===== config.mk =====
export PLATFORM = sky130hd
export DESIGN_NAME = frog_line_fetcher
export DESIGN_NICKNAME = d
export VERILOG_FILES = /design/src/rtl/frog_line_fetcher.sv
export SDC_FILE = /design/constraint.sdc
export NUM_CORES = 1
export LEC_CHECK = 0
export BUFFER_PORTS_ARGS = -buffer_cell sky130_fd_sc_hd__buf_2
export CORE_MARGIN = 2
export CORE_UTILIZATION = 58
export DETAILED_ROUTE_END_ITERATION = 7
export PLACE_DENSITY = 0.87
export SYNTH_ARGS = -nofsm -noshare
export SYNTH_HDL_FRONTEND = slang
export SYNTH_SLANG_ARGS = --single-unit

===== constraint.sdc =====
create_clock -name clk -period 5.7 [get_ports clk]
set_clock_uncertainty 0.2 [all_clocks]
set_input_delay 1.14 -clock clk [delete_from_list [all_inputs] [get_ports clk]]
set_output_delay 1.14 -clock clk [all_outputs]
set_load 0.02 [all_outputs]

===== src/rtl/frog_line_fetcher.sv =====
// frog_line_fetcher: fetches one 32-pixel sprite row per blanking interval into a line buffer
// and replays it against the active-video column with one cycle of latency.
module frog_line_fetcher #(
   parameter int MIRROR  = 1,
   parameter int COORD_W = 10
) (
   input  logic               clk,
   input  logic               rst,
   input  logic               line_start,
   input  logic [COORD_W-1:0] next_row,
   input  logic [COORD_W-1:0] frog_x,
   input  logic [COORD_W-1:0] frog_y,
   input  logic               active,
   input  logic [COORD_W-1:0] h_count,
   output logic [4:0]         rom_x,
   output logic [4:0]         rom_y,
   input  logic               rom_pixel,
   output logic               pixel_out,
   output logic               busy,
   output logic               overrun
);
   typedef enum logic [1:0] {IDLE, CHECK, FETCH} state_t;
   state_t state;
   logic [COORD_W-1:0] row_l, fx_l, fy_l, dy, dx;
   logic [4:0] col, x_hold, x_now;
   logic [31:0] buffer;
   logic line_hit;
   assign dy = row_l - fy_l;
   assign dx = h_count - fx_l;
   assign x_now = MIRROR != 0 ? 5'd31 - col : col;
   // during FETCH the ROM address tracks col directly so rom_pixel belongs to this cycle's bit
   assign rom_x = state == FETCH ? x_now : x_hold;
   always_ff @(posedge clk) begin
      if (rst) begin
         state     <= IDLE;
         row_l     <= '0;
         fx_l      <= '0;
         fy_l      <= '0;
         col       <= '0;
         x_hold    <= '0;
         rom_y     <= '0;
         buffer    <= '0;
         line_hit  <= 1'b0;
         pixel_out <= 1'b0;
         busy      <= 1'b0;
         overrun   <= 1'b0;
      end else begin
         pixel_out <= active && line_hit && dx[COORD_W-1:5] == '0 && state == IDLE && buffer[dx[4:0]];
         if (line_start) begin
            row_l <= next_row;
            fx_l  <= frog_x;
            fy_l  <= frog_y;
            state <= CHECK;
            busy  <= 1'b1;
            if (state != IDLE) begin
               overrun  <= 1'b1;
               line_hit <= 1'b0;
            end
         end else begin
            case (state)
               CHECK: begin
                  line_hit <= 1'b0;
                  if (dy[COORD_W-1:5] == '0) begin
                     rom_y <= dy[4:0];
                     col   <= '0;
                     state <= FETCH;
                  end else begin
                     buffer <= '0;
                     state  <= IDLE;
                     busy   <= 1'b0;
                  end
               end
               FETCH: begin
                  buffer[col] <= rom_pixel;
                  x_hold      <= x_now;
                  col         <= col + 5'd1;
                  if (col == 5'd31) begin
                     line_hit <= 1'b1;
                     state    <= IDLE;
                     busy     <= 1'b0;
                  end
               end
               default: state <= IDLE;
            endcase
         end
      end
   end
endmodule


==> reports/qor.yml <==
status: "complete, no violations"
vias: 4217
synth_top_area_share_pct: 33.8
yosysSeqAreaShare_pct: 33.8
power.density_nw_per_um2: 238
synth.most_common_cell: "dfxtp_1"
startpoint_type: "primary input"
rows: 33
slowest_stage: "fa_1"
cp_cell_sequence: "buf_2, inv_1, ha_1, inv_1, fa_1, mux4_2, mux4_2, mux2i_1, nor4_1"
cts_hold_buf: 0
seq_area_um2: 1660
synth_edf_count: 0
ys.flop_type: "dfxtp_1"
wirelength_um: 11200
critPathMaxStageDelay_ns: 0.84
dp_slack_ns: 1.72
synthCells: 542
clk_pin_slew_ns: 0.08
drc: 0
coreArea_um2: 8220
die-width_um: 96.1
fin_crit_sh_pct: 63.0
hold_viol_final: 0
multiInputGateArea_um2: 2960
grt_max_degree: 48
cts_resized: 0
layout_setup_ws_ns: 2.11
die_h_um: 96.1
yosys.area.top_type: "dfxtp_1"
async_flop_share_pct: 0
grt_pass1_wl_um: 18500
vdd_ir_drop_max_mv: 0.171
period_minus_slack_ns: 3.59
tns_ns: 0
grt_pass1_vias: 4055
fill_cells: 675
setup_viol: 0
track_usage_pct: 25.4
hold_path_class: "register to register"
synthesis.nets: 612
cp_num_buf_inv: 3
fin_area_um2: 5370
rsz0062_at_grt: "false"
cp-end-kind: "register"
grt_antenna_before_repair: 0
io_pins: 58
crit_fanout: 8
wl_per_cell_um: 16.4
die-area_um2: 9230
cp.required_ns: 5.75
initial_core_util_pct: 59.8
layout.cells.non_filler: 687
holdWs_ns: 0.251
ys_ff_latch: 83
root_buffer: "clkbuf_8"
syn_area_um2: 4910
cts_max_path_buffers: 2
slew_viol_final: 0
synth_commonest_cells: "dfxtp_1 (83), nor2_1 (57), a21oi_1 (55)"
cp.arrival_ns: 3.64
antennaDiodeCount: 0
p_leak_nw: 2.10
drt_iter0_drc: 277
ant_nets: 0
crit_family: "multiplexers"
place_hpwl_um: 7770
relSlewSlack_pct: 22.4
worstMarginPinSlew_ns: 1.16
syn_area_per_cell_um2: 9.07
ys_top_cells_by_area: "dfxtp_1 (34%), a311oi_2 (7.9%), mux2i_1 (6.9%)"
place_inst: 671
drive_gt1_share_pct: 21.3
area_growth_pct: 9.22
cts_setup_buffers: 0
place_congestion: 0.850
dpl_cell_area_um2: 5180
htreeDepth: 3
cts_tree: "done"
cts_inserted_buffers: 9
dr.pass1.iters: 5
vias_per_cell: 6.14
maxCapViolCount: 0
fmax_ghz: 0.279
final_nets: 647
clock_latency_ns: 0.36
clkSinkCount: 83
synth_cell_types: 56
io_buffers: 57
gr-total-overflow: 0
ys_warn_count: 0
criticalPathCategory: "primary input to register"
[cell usage in the layout, fill, tap and decap left out, drive strengths merged, types with 3 or more instances in the layout]
master | Yosys | final
dfxtp | 83 | 83
clkbuf | 26 | 11
xnor2 | 8 | 8
nor3 | 5 | 5
a311oi | 30 | 30
clkinv | 0 | 4
or3 | 3 | 3
nand2 | 28 | 28
a21o | 4 | 4
nand2b | 8 | 8
mux4 | 10 | 10
a211oi | 9 | 9
nand4 | 3 | 3
nor2b | 9 | 9
and2 | 6 | 6
o21bai | 4 | 4
and3 | 3 | 3
o21ai | 48 | 48
a41o | 3 | 3
nor3b | 3 | 3
nand3 | 5 | 5
inv | 31 | 31
nor2 | 57 | 57
a21oi | 55 | 55
mux2i | 34 | 34
xor2 | 4 | 4
buf | 11 | 61
ha | 23 | 23
[tightest hold or removal path, cell delays in order, from the launching register on]
cell and delay [ns]:
dfxtp_1 0.32, inv_1 0.05, a21oi_1 0.05
[metal layers]
metal | vias to the layer above | share of wire, % | global-route usage (%)
met5 | - | 0 | 0
met3 | 17 | 7.7 | 6.42
met2 | 179 | 49 | 42.0
met1 | 1990 | 42 | 31.9
met4 | 0 | 1.2 | 9.40
li1 | 2031 | - | -
[registers in the layout, summed over array words and instances, names as in the netlist]
register   cells
buffer        32
busy           1
col            5
fx_l          10
fy_l          10
line_hit       1
overrun        1
pixel_out      1
rom_y          5
row_l         10
state          2
x_hold         5
[per-stage QoR]
stage,util [%],power (W)
6_report,65.3,0.00128
5_1_grt,65.3,0.00133
4_1_cts,65.3,0.00128
3_5_place_dp,63.1,0.000874
3_3_place_gp,63.1,0.000861
2_1_floorplan,-,0.000810
[report_power, final]
part / switching (W) / internal, W
Clock: 0.000210 / 0.000201
Sequential: 0.0000146 / 0.000598
Combinational: 0.000150 / 0.000101
Total: 0.000375 / 0.000900
[area by class of cell]
| class | instances | share of cell area, % |
|---|---|---|
| multi-input cells | 391 | 55.1 |
| flip-flops and latches | 83 | 31.0 |
| repair buffers | 61 | 5.87 |
| clock buffers | 11 | 2.45 |
| well taps | 105 | 2.45 |
| inverters | 31 | 2.17 |
| clock inverters | 5 | 1.00 |
[cell families (layout without fill, tap and decap cells)]
family                     count (synthesis)  in the layout  share of synthesized area (%)
AOI/OAI and AO/OA                        171            171                           26.1
xor gates and xnor gates                  12             12                           2.14
adders and majority gates                 25             25                           6.67
buffers and inverters                     68            108                           6.24
DFF                                       83             83                           33.8
muxes                                     44             44                           11.5
and+or+nand+nor                          139            139                           13.5
[final timing paths]
check,start,end,depth (start not counted),slack [ns]
setup / recovery,h_count[0],pixel_out,9,2.11
hold / removal,overrun,overrun,2,0.25
setup reg to reg,row_l[0],buffer[1],11,2.36
hold reg to reg,overrun,overrun,2,0.25
Note: power is estimated with default switching activity, not from simulation.
